[config.mk]
export PLATFORM = sky130hd
export DESIGN_NAME = tdm_serializer_flat
export DESIGN_NICKNAME = d
export VERILOG_FILES = /design/src/rtl/tdm_serializer_if.sv /design/src/rtl/tdm_serializer.sv /design/src/flat_wrapper.sv
export SDC_FILE = /design/constraint.sdc
export NUM_CORES = 1
export LEC_CHECK = 0
export ABC_AREA = 0
export BUFFER_PORTS_ARGS = -buffer_cell sky130_fd_sc_hd__buf_2
export CELL_PAD_IN_SITES_DETAIL_PLACEMENT = 0
export CELL_PAD_IN_SITES_GLOBAL_PLACEMENT = 1
export CORE_UTILIZATION = 40
export CTS_BUF_LIST = sky130_fd_sc_hd__clkbuf_8
export DETAILED_ROUTE_END_ITERATION = 12
export PLACE_DENSITY_LB_ADDON = 0.1
export SYNTH_ARGS = -nofsm -noshare
export SYNTH_HDL_FRONTEND = slang
export SYNTH_SLANG_ARGS = --single-unit
export TNS_END_PERCENT = 20
[constraint.sdc]
create_clock -name clk -period 3.85 [get_ports clk]
set_input_delay 0.5775 -clock clk [delete_from_list [all_inputs] [get_ports clk]]
set_output_delay 0.5775 -clock clk [all_outputs]
set_load 0.005 [all_outputs]
[src/rtl/tdm_serializer_if.sv]
// Frame-in / word-out handshake bundle for tdm_serializer.
// slave = serializer side, master = upstream/downstream environment side.
interface tdm_serializer_if #(
  parameter int N_CHANNELS = 2,
  parameter int DATA_WIDTH = 32
);
  localparam int CW = $clog2(N_CHANNELS);

  logic [N_CHANNELS*DATA_WIDTH-1:0] in;
  logic                             in_valid;
  logic                             in_ready;
  logic [DATA_WIDTH-1:0]            out;
  logic [CW-1:0]                    out_channel;
  logic                             out_valid;
  logic                             out_last;
  logic                             out_ready;

  modport slave (
    input  in, in_valid, out_ready,
    output in_ready, out, out_channel, out_valid, out_last
  );

  modport master (
    output in, in_valid, out_ready,
    input  in_ready, out, out_channel, out_valid, out_last
  );
endinterface

[src/rtl/tdm_serializer.sv]
// N-channel TDM serializer: active frame A shifts out one word per transfer, holding frame H
// gives gapless streaming. Define TDM_SERIALIZER_DROP_CNT_EN to add drop_pulse/drop_count ports.
module tdm_serializer #(
  parameter int N_CHANNELS = 2,
  parameter int DATA_WIDTH = 32
) (
  input  logic              clk,
  input  logic              rst,
  tdm_serializer_if.slave   bus
`ifdef TDM_SERIALIZER_DROP_CNT_EN
  ,
  output logic              drop_pulse,
  output logic [15:0]       drop_count
`endif
);

  localparam int CW = $clog2(N_CHANNELS);
  localparam int FW = N_CHANNELS * DATA_WIDTH;

  localparam logic [0:0] ST_IDLE  = 1'b0;
  localparam logic [0:0] ST_SHIFT = 1'b1;

  localparam logic [CW-1:0] LAST_CH = CW'(N_CHANNELS - 1);

  if (N_CHANNELS < 2) begin : g_param_check
    $error("tdm_serializer: N_CHANNELS must be >= 2");
  end

  logic [0:0]    state_q, state_d;
  logic [FW-1:0] a_q, a_d;
  logic [FW-1:0] h_q, h_d;
  logic          h_full_q, h_full_d;
  logic [CW-1:0] chan_q, chan_d;

  logic accept;
  logic xfer;
  logic last_xfer;

  always_comb begin
    state_d   = state_q;
    a_d       = a_q;
    h_d       = h_q;
    h_full_d  = h_full_q;
    chan_d    = chan_q;
    accept    = bus.in_valid && !h_full_q;
    xfer      = (state_q == ST_SHIFT) && bus.out_ready;
    last_xfer = xfer && (chan_q == LAST_CH);

    case (state_q)
      ST_IDLE: begin
        if (accept) begin
          a_d     = bus.in;
          chan_d  = '0;
          state_d = ST_SHIFT;
        end
      end
      default: begin
        if (last_xfer) begin
          // Refill A on the same edge the last word leaves, so no bubble appears.
          chan_d = '0;
          if (h_full_q) begin
            a_d      = h_q;
            h_full_d = 1'b0;
          end else if (accept) begin
            a_d = bus.in;
          end else begin
            a_d     = '0;
            state_d = ST_IDLE;
          end
        end else begin
          if (xfer) begin
            a_d    = a_q << DATA_WIDTH;
            chan_d = chan_q + 1'b1;
          end
          if (accept) begin
            h_d      = bus.in;
            h_full_d = 1'b1;
          end
        end
      end
    endcase
  end

  always_ff @(posedge clk) begin
    if (rst) begin
      state_q  <= ST_IDLE;
      a_q      <= '0;
      h_q      <= '0;
      h_full_q <= 1'b0;
      chan_q   <= '0;
    end else begin
      state_q  <= state_d;
      a_q      <= a_d;
      h_q      <= h_d;
      h_full_q <= h_full_d;
      chan_q   <= chan_d;
    end
  end

  // The current word is always the top slice of A; A shifts left on each transfer.
  assign bus.out         = a_q[FW-1 -: DATA_WIDTH];
  assign bus.out_channel = chan_q;
  assign bus.out_valid   = (state_q == ST_SHIFT);
  assign bus.out_last    = (state_q == ST_SHIFT) && (chan_q == LAST_CH);
  assign bus.in_ready    = !h_full_q;

`ifdef TDM_SERIALIZER_DROP_CNT_EN
  logic        drop_pulse_q;
  logic [15:0] drop_count_q, drop_count_d;
  logic        drop;

  always_comb begin
    drop         = bus.in_valid && h_full_q;
    drop_count_d = drop_count_q;
    if (drop && (drop_count_q != 16'hFFFF)) begin
      drop_count_d = drop_count_q + 16'd1;
    end
  end

  always_ff @(posedge clk) begin
    if (rst) begin
      drop_pulse_q <= 1'b0;
      drop_count_q <= 16'd0;
    end else begin
      drop_pulse_q <= drop;
      drop_count_q <= drop_count_d;
    end
  end

  assign drop_pulse = drop_pulse_q;
  assign drop_count = drop_count_q;
`endif

endmodule
[src/flat_wrapper.sv]
// flat-port wrapper written by rule: the top's interface ports become plain ports
module tdm_serializer_flat 
#(
  parameter int N_CHANNELS = 2,
  parameter int DATA_WIDTH = 32
)
  (clk, rst, bus_in, bus_in_valid, bus_out_ready, bus_in_ready, bus_out, bus_out_channel, bus_out_valid, bus_out_last);
  tdm_serializer_if #(.N_CHANNELS(N_CHANNELS), .DATA_WIDTH(DATA_WIDTH)) bus_i ();
  input  logic clk;
  input  logic rst;
  input wire logic [$bits(bus_i.in)-1:0] bus_in;
  input wire logic [$bits(bus_i.in_valid)-1:0] bus_in_valid;
  input wire logic [$bits(bus_i.out_ready)-1:0] bus_out_ready;
  output wire logic [$bits(bus_i.in_ready)-1:0] bus_in_ready;
  output wire logic [$bits(bus_i.out)-1:0] bus_out;
  output wire logic [$bits(bus_i.out_channel)-1:0] bus_out_channel;
  output wire logic [$bits(bus_i.out_valid)-1:0] bus_out_valid;
  output wire logic [$bits(bus_i.out_last)-1:0] bus_out_last;
  assign bus_i.in = bus_in;
  assign bus_i.in_valid = bus_in_valid;
  assign bus_i.out_ready = bus_out_ready;
  assign bus_in_ready = bus_i.in_ready;
  assign bus_out = bus_i.out;
  assign bus_out_channel = bus_i.out_channel;
  assign bus_out_valid = bus_i.out_valid;
  assign bus_out_last = bus_i.out_last;
  tdm_serializer #(.N_CHANNELS(N_CHANNELS), .DATA_WIDTH(DATA_WIDTH)) u_core (.clk(clk), .rst(rst), .bus(bus_i));
endmodule
==> results of run 1 <==
-- flip-flops by register name, summed over array words and instances, names as in the netlist --
signal / flops
u_core.bus.out_valid: 1
u_core.a_q: 64
u_core.bus.out_channel: 1
u_core.h_full_q: 1
u_core.h_q: 64
-- power breakdown --
group / switching (W) / leakage [nW] / internal (W) / total [W]
Clock: 0.000553 / 0.224 / 0.000720 / 0.00127
Sequential: 0.0000780 / 1.08 / 0.00146 / 0.00154
Combinational: 0.000400 / 1.40 / 0.000249 / 0.000649
Total: 0.00103 / 2.70 / 0.00243 / 0.00346
-- synth_stat cells --
library cell	n	share of area [%]
sky130_fd_sc_hd__o21ai_1	59	4.0
sky130_fd_sc_hd__nand3_1	66	4.5
sky130_fd_sc_hd__and2_1	3	0.26
sky130_fd_sc_hd__buf_1	9	0.46
sky130_fd_sc_hd__nor2_1	1	0.051
sky130_fd_sc_hd__a21o_1	32	3.3
sky130_fd_sc_hd__and3b_1	1	0.12
sky130_fd_sc_hd__dfxtp_1	131	36
sky130_fd_sc_hd__buf_2	12	0.82
sky130_fd_sc_hd__a221oi_1	4	0.48
sky130_fd_sc_hd__or2_2	1	0.085
sky130_fd_sc_hd__a311o_1	32	4.4
sky130_fd_sc_hd__buf_4	32	3.3
sky130_fd_sc_hd__nand3b_1	65	6.7
sky130_fd_sc_hd__a221oi_2	60	12
sky130_fd_sc_hd__nand2_1	67	3.4
sky130_fd_sc_hd__clkbuf_1	73	3.7
sky130_fd_sc_hd__buf_6	9	1.4
sky130_fd_sc_hd__a22oi_1	1	0.10
sky130_fd_sc_hd__inv_1	66	3.4
sky130_fd_sc_hd__or3b_1	1	0.12
sky130_fd_sc_hd__o21ai_0	70	4.8
sky130_fd_sc_hd__a21oi_1	98	6.7
-- stage by stage --
step	util [%]	worst slack [ps]
detailed placement	42.5	1170
global placement	42.5	1260
CTS	44.9	1590
global route	44.9	1420
floorplan	-	2030
finish	44.9	1550
-- layer usage --
layer  up-vias  routed length (um)  GRT usage (%)
met4         0                 199           6.65
li1       3212                   -              -
met5         -                   0              0
met3        15                1320           3.86
met1      3357               11400           36.9
met2       214                9910           36.9
-- path summary, 6_finish.rpt --
path | start | to | slack, ps | depth (start not counted)
hold reg to reg | u_core.a_q[52] | u_core.a_q[52] | 460 | 2
setup reg to reg | u_core.h_full_q | u_core.a_q[62] | 1550 | 4
setup / recovery | u_core.h_full_q | u_core.a_q[62] | 1550 | 4
hold / removal | bus_in[12] | u_core.h_q[12] | 390 | 3
-- final cells by class --
| cell class | instances | area [um^2] |
|---|---|---|
| repair buffers | 124 | 701 |
| multi-input cells | 561 | 3770 |
| clock inverters | 10 | 128 |
| inverters | 66 | 248 |
| clock buffers | 22 | 303 |
| fillers | 1831 | 9900 |
| well taps | 229 | 287 |
| diodes | 1 | 2.50 |
| flip-flops and latches | 131 | 2630 |
-- cell families (layout without fill, tap and decap cells) --
| logic type | after synthesis | in the layout | synth area share (%) |
|---|---|---|---|
| DFF | 131 | 131 | 35.7 |
| other | 0 | 1 | 0 |
| and+or+nand+nor | 205 | 205 | 15.2 |
| buffers and inverters | 201 | 222 | 13.0 |
| AOI/OAI and AO/OA | 356 | 356 | 36.0 |
-- critical path: stages (launching register included) --
cell                       delay, ps
sky130_fd_sc_hd__dfxtp_4         690
sky130_fd_sc_hd__buf_4           660
sky130_fd_sc_hd__nand2_1         120
sky130_fd_sc_hd__a311o_1         420
sky130_fd_sc_hd__a221oi_2        240
==> tab_implementation.tex, run 1 <==
\begin{tabular}{lr}
\hline
Metric & Value \\
\hline
\multicolumn{2}{l}{\textbf{Placement}} \\
\quad Half-perimeter wire length of the detailed placement result & 13300 um \\
\quad Final weighted congestion in routability-driven placement & 0.772 \\
\quad DP Cell Count & 1111 \\
\quad Count of input and output buffers & 103 \\
\quad Standard cell area after detailed placement & 0.00763 mm\^{}2 \\
\multicolumn{2}{l}{\textbf{Route}} \\
\quad Post-DRT Antenna Nets & 0 \\
\quad Count of vias placed by the detailed router & 6798 \\
\quad Overall routed net length & 22800 um \\
\quad Routed via count divided by cell count & 5.94 \\
\quad Routed wirelength normalized by instance count & 20.0 um \\
\quad First drt pass iteration count & 4 \\
\quad Remaining DRCs & 0 \\
\quad Iter 0 DRT Violations & 525 \\
\multicolumn{2}{l}{\textbf{Clock network}} \\
\quad Clk sink count & 131 \\
\quad H-tree depth & 4 \\
\quad Quantity of hold-fixing buffers added after cts & 0 \\
\quad Post\_cts resized & 0 \\
\quad Total CTS buffers & 17 \\
\quad Clock latency at the later pin of the worst-skew pair & 450 ps \\
\quad Clk pin slew, worst setup/hold paths & 80 ps \\
\quad Clk buf depth & 2 \\
\quad Clock tree from TritonCTS & done \\
\quad Buffers inserted by post-CTS timing repair & 0 \\
\quad Root buffer selected by CTS & sky130\_fd\_sc\_hd\_\_clkbuf\_8 \\
\multicolumn{2}{l}{\textbf{STA}} \\
\quad Max Clock Skew & 9.10 ps \\
\quad Final Hold Viols & 0 \\
\quad Total negative slack for setup checks & 0 ps \\
\quad Worst-Margin Slew & 834 ps \\
\quad Max Freq & 0.435 GHz \\
\quad Post-route clock period utilization & 59.8\% \\
\quad RSZ-0062 raised after global routing & no \\
\quad Count of final max-slew check failures & 0 \\
\quad Crit path time final & 2300 ps \\
\quad Final setup violating endpoints & 0 \\
\quad Worst max-slew margin expressed relative to the limit & 44.4\% \\
\quad Worst Hold Slack & 394 ps \\
\multicolumn{2}{l}{\textbf{Power}} \\
\quad Lkg Pwr & 2.70 nW \\
\quad Pwr Total & 0.00346 W \\
\quad Power Dens Cells & 429 mW/mm\^{}2 \\
\quad Largest vdd supply drop & 0.000222 V \\
\multicolumn{2}{l}{\textbf{Yosys}} \\
\quad FF+latch count, synth & 131 \\
\quad Gate count after technology mapping & 893 \\
\quad Proportion of synthesized chip area in sequential cells & 35.7\% \\
\quad Synth warnings & 0 \\
\quad Cell area after synthesis & 0.00734 mm\^{}2 \\
\quad Synthesized net count & 961 \\
\quad Number of distinct library cell variants in the gate-level netlist after synthesis & 23 \\
\quad Synth Area per Inst & 8.21 um\^{}2 \\
\multicolumn{2}{l}{\textbf{Finish}} \\
\quad Commonest non-fill, non-tap cells in the layout & sky130\_fd\_sc\_hd\_\_dfxtp\_1, sky130\_fd\_sc\_hd\_\_buf\_2, sky130\_fd\_sc\_hd\_\_a21oi\_1 \\
\quad Area growth, synth to finish & 9.88\% \\
\quad Finished layout cell area & 0.00806 mm\^{}2 \\
\quad Fraction of final layout cells with drive strength greater than 1 & 24.5\% \\
\quad Most frequent standard cell in the layout excluding fill and tap cells & sky130\_fd\_sc\_hd\_\_dfxtp\_1 \\
\quad Final net count & 969 \\
\quad Non-filler cells in the finished layout & 1144 \\
\multicolumn{2}{l}{\textbf{Floorplan}} \\
\quad Die Area & 0.0189 mm\^{}2 \\
\quad Horizontal die dimension & 137 um \\
\quad Initial Util & 40.8\% \\
\quad Number of placement rows & 49 \\
\quad Number of top-level pins & 104 \\
\quad Floorplan die height & 137 um \\
\quad Floorplan Core Area & 0.0180 mm\^{}2 \\
\multicolumn{2}{l}{\textbf{Job}} \\
\quad Count of maximum capacitance violations & 0 \\
\multicolumn{2}{l}{\textbf{GRT}} \\
\quad Total global routing overflow & 0 \\
\quad Wire length of the first global-routing pass & 35800 um \\
\quad Maximum number of pins on one net before global-route repair & 79 \\
\quad Antenna violations before repair & 1 \\
\quad Total routing usage reported by global routing & 24.9\% \\
\quad Vias in the first global route & 6395 \\
\multicolumn{2}{l}{\textbf{Worst setup path}} \\
\quad Crit path capture type & register \\
\quad Crit Path Category & reg -> reg \\
\quad Largest driver fanout on the critical path & 78 \\
\quad Arrival @ worst endpoint & 2660 ps \\
\quad Startpoint type of the worst setup path & register \\
\quad Required time of the worst setup path & 4210 ps \\
\multicolumn{2}{l}{\textbf{Worst hold path}} \\
\quad Min-delay worst type & in -> reg \\
\multicolumn{2}{l}{\textbf{Outcome}} \\
\quad Result of the run & finished clean \\
\hline
\end{tabular}
Note: power is estimated with default switching activity, not from simulation.
==> inputs of run 2 (changes only) <==
Settings changed: ABC_AREA 0 to 1.
Clock period 3.85 ns to 2.3 ns, I/O delays scaled along.
==> run 2 against run 1 <==
  * Sequential power grew 69%
  * Hold slack worse by 230 ps
  * Final area fell by 7.5%
  * Critical endpoint is now bus_in_ready
==> tab_implementation.tex, run 2 <==
\begin{tabular}{lr}
\hline
Metric & Value \\
\hline
\multicolumn{2}{l}{\textbf{Yosys}} \\
\quad Most common cell in the netlist & sky130\_fd\_sc\_hd\_\_nand2\_1 \\
\quad Most used standard cells in the synthesized netlist & sky130\_fd\_sc\_hd\_\_nand2\_1, sky130\_fd\_sc\_hd\_\_nor2\_1, sky130\_fd\_sc\_hd\_\_dfxtp\_1, sky130\_fd\_sc\_hd\_\_nand3\_1, sky130\_fd\_sc\_hd\_\_o21ai\_0 \\
\quad Proportion of synthesized chip area in sequential cells & 39.1\% \\
\quad Predominant post-synthesis flop cell & sky130\_fd\_sc\_hd\_\_dfxtp\_1 \\
\quad Dominant combinational cell family by area after synthesis & simple AND/OR/NAND/NOR gates \\
\quad Synth Area per Inst & 6.28 um\^{}2 \\
\quad Count of flip-flops with a built-in enable after synthesis & 0 \\
\quad Cell area after synthesis & 0.00671 mm\^{}2 \\
\quad Synth warnings & 0 \\
\quad Gate count after technology mapping & 1067 \\
\quad Synthesized net count & 1135 \\
\quad Area leader, netlist & sky130\_fd\_sc\_hd\_\_dfxtp\_1 \\
\quad Yosys top cell area share & 39.1\% \\
\quad FF+latch count, synth & 131 \\
\quad Area share of and/or/nand/nor cells after synthesis & 38.0\% \\
\quad Share of synthesized area spent on multiplexers & 0\% \\
\quad Complex-gate fraction of the synthesized area & 12.4\% \\
\quad Arithmetic-cell share of the synthesized area counting full adders, half adders and majority gates & 0\% \\
\quad Cells taking the most area after synthesis & sky130\_fd\_sc\_hd\_\_dfxtp\_1, sky130\_fd\_sc\_hd\_\_nand2\_1, sky130\_fd\_sc\_hd\_\_nor2\_1, sky130\_fd\_sc\_hd\_\_nand3\_1, sky130\_fd\_sc\_hd\_\_buf\_4 \\
\quad Number of distinct library cell variants in the gate-level netlist after synthesis & 17 \\
\quad Post-synthesis xor/xnor area fraction & 0\% \\
\quad FFs w/ async S/R, synth & 0\% \\
\multicolumn{2}{l}{\textbf{Finish}} \\
\quad Most frequent standard cell in the layout excluding fill and tap cells & sky130\_fd\_sc\_hd\_\_nand2\_1 \\
\quad Area growth, synth to finish & 11.2\% \\
\quad Commonest non-fill, non-tap cells in the layout & sky130\_fd\_sc\_hd\_\_nand2\_1, sky130\_fd\_sc\_hd\_\_nor2\_1, sky130\_fd\_sc\_hd\_\_dfxtp\_1 \\
\quad Largest registers & u\_core.a\_q: 64 flops, u\_core.h\_q: 64 flops \\
\quad \# diodes & 0 \\
\quad Fraction of final layout cells with drive strength greater than 1 & 15.0\% \\
\quad Layout Utilization & 46.3\% \\
\quad Final net count & 1165 \\
\multicolumn{2}{l}{\textbf{Clock network}} \\
\quad Clock tree from TritonCTS & done \\
\quad Root buffer selected by CTS & sky130\_fd\_sc\_hd\_\_clkbuf\_8 \\
\quad Clock latency at the later pin of the worst-skew pair & 450 ps \\
\quad Clk buf depth & 2 \\
\quad H-tree depth & 4 \\
\quad Quantity of hold-fixing buffers added after cts & 0 \\
\quad Clk pin slew, worst setup/hold paths & 70 ps \\
\quad Buffers inserted by post-CTS timing repair & 0 \\
\quad Clk sink count & 131 \\
\quad Total CTS buffers & 17 \\
\quad Post\_cts resized & 0 \\
\multicolumn{2}{l}{\textbf{STA}} \\
\quad Crit path time final & 1860 ps \\
\quad Worst max-slew margin expressed relative to the limit & 46.8\% \\
\quad Max Clock Skew & 7.93 ps \\
\quad Worst-Margin Slew & 798 ps \\
\quad Final setup violating endpoints & 0 \\
\quad Total negative slack for setup checks & 0 ps \\
\quad Worst Hold Slack & 163 ps \\
\quad RSZ-0062 raised after global routing & no \\
\quad Post-route clock period utilization & 81.1\% \\
\quad Count of final max-slew check failures & 0 \\
\quad Max Freq & 0.536 GHz \\
\quad Final Hold Viols & 0 \\
\multicolumn{2}{l}{\textbf{Outcome}} \\
\quad Result of the run & finished clean \\
\multicolumn{2}{l}{\textbf{Floorplan}} \\
\quad Number of top-level pins & 104 \\
\quad Horizontal die dimension & 131 um \\
\quad Floorplan Core Area & 0.0161 mm\^{}2 \\
\quad Floorplan die height & 131 um \\
\quad Die Area & 0.0173 mm\^{}2 \\
\quad Initial Util & 41.6\% \\
\quad Number of placement rows & 46 \\
\multicolumn{2}{l}{\textbf{GRT}} \\
\quad Vias in the first global route & 5825 \\
\quad Maximum number of pins on one net before global-route repair & 70 \\
\quad Wire length of the first global-routing pass & 32700 um \\
\quad Total global routing overflow & 0 \\
\quad Total routing usage reported by global routing & 24.0\% \\
\quad Antenna violations before repair & 0 \\
\multicolumn{2}{l}{\textbf{Worst setup path}} \\
\quad Crit Path Category & reg -> out \\
\quad Cell with the largest stage delay on the worst path & sky130\_fd\_sc\_hd\_\_dfxtp\_2 \\
\quad Series of cell instances along the critical path & buf\_4 > inv\_2 > buf\_2 \\
\quad Critical Path Max Stage Delay & 390 ps \\
\quad Crit path capture type & primary output \\
\quad Largest driver fanout on the critical path & 23 \\
\quad Arrival @ worst endpoint & 1520 ps \\
\quad Required time of the worst setup path & 1960 ps \\
\quad Startpoint type of the worst setup path & register \\
\multicolumn{2}{l}{\textbf{Placement}} \\
\quad Count of input and output buffers & 103 \\
\quad Half-perimeter wire length of the detailed placement result & 13200 um \\
\quad Final weighted congestion in routability-driven placement & 0.784 \\
\multicolumn{2}{l}{\textbf{Worst hold path}} \\
\quad Min-delay worst type & in -> reg \\
\multicolumn{2}{l}{\textbf{Route}} \\
\quad Iter 0 DRT Violations & 477 \\
\quad Routed wirelength normalized by instance count & 15.6 um \\
\quad Post-DRT Antenna Nets & 0 \\
\quad Count of vias placed by the detailed router & 6546 \\
\quad Overall routed net length & 20600 um \\
\quad First drt pass iteration count & 4 \\
\quad Routed via count divided by cell count & 4.94 \\
\quad Remaining DRCs & 0 \\
\multicolumn{2}{l}{\textbf{Job}} \\
\quad Count of maximum capacitance violations & 0 \\
\multicolumn{2}{l}{\textbf{Power}} \\
\quad Lkg Pwr & 3.45 nW \\
\quad Power Dens Cells & 792 mW/mm\^{}2 \\
\quad Largest vdd supply drop & 0.000356 V \\
\hline
\end{tabular}
run 2: path summary, 6_finish.rpt:
kind | from | endpoint | slack [ps] | cells past startpoint
worst max-delay path | u_core.h_full_q | bus_in_ready | 440 | 3
worst min-delay path | bus_in[57] | u_core.h_q[57] | 160 | 3
worst max register to register | u_core.h_full_q | u_core.a_q[18] | 530 | 7
worst min register to register | u_core.h_q[17] | u_core.h_q[17] | 470 | 2
run 2: cell type report:
class	instances	area (um^2)
Clock buffer	21	289
Fill cell	1791	8660
Sequential cell	131	2620
Multi-Input combinational cell	816	3400
Timing Repair Buffer	123	691
Tap cell	216	270
Clock inverter	11	155
Inverter	8	30.0
run 2: worst max-delay path: cells and delay by family, from the launching register on:
family	cells	cell delay (ps)
buf+inv	3	680
flops	1	390
run 2: cells by family after synthesis:
logic type | count (synthesis)
buffers and inverters | 120
AO/OA/AOI/OAI | 165
flip-flops | 131
AND/OR/NAND/NOR | 651
run 2: power by group:
group | internal [W] | total (W) | switching [W]
combinational | 0.000383 | 0.00110 | 0.000721
clock | 0.00128 | 0.00220 | 0.000918
sequential | 0.00249 | 0.00260 | 0.000117
run 2: metrics by stage:
step | instance area, um^2 | power, W | setup slack (ps) | cells
detailed placement | 7010 | 0.00376 | 499 | 1294
finish | 7460 | 0.00591 | 436 | 1326
global placement | 7010 | 0.00376 | 505 | 1294
global route | 7460 | 0.00624 | 349 | 1326
CTS | 7460 | 0.00597 | 412 | 1326
floorplan | 6710 | 0.00346 | 1020 | 1067
run 2: metal layers:
metal  routed length (um)  part of all wire [%]  up-vias  GRT usage, %
li1                     -                     -     3410             -
met3                  919                   4.5       30          4.63
met1                10200                    50     2945          33.1
met2                 9070                    44      161          37.0
met5                    0                     0        -             0
met4                  397                   1.9        0          8.46
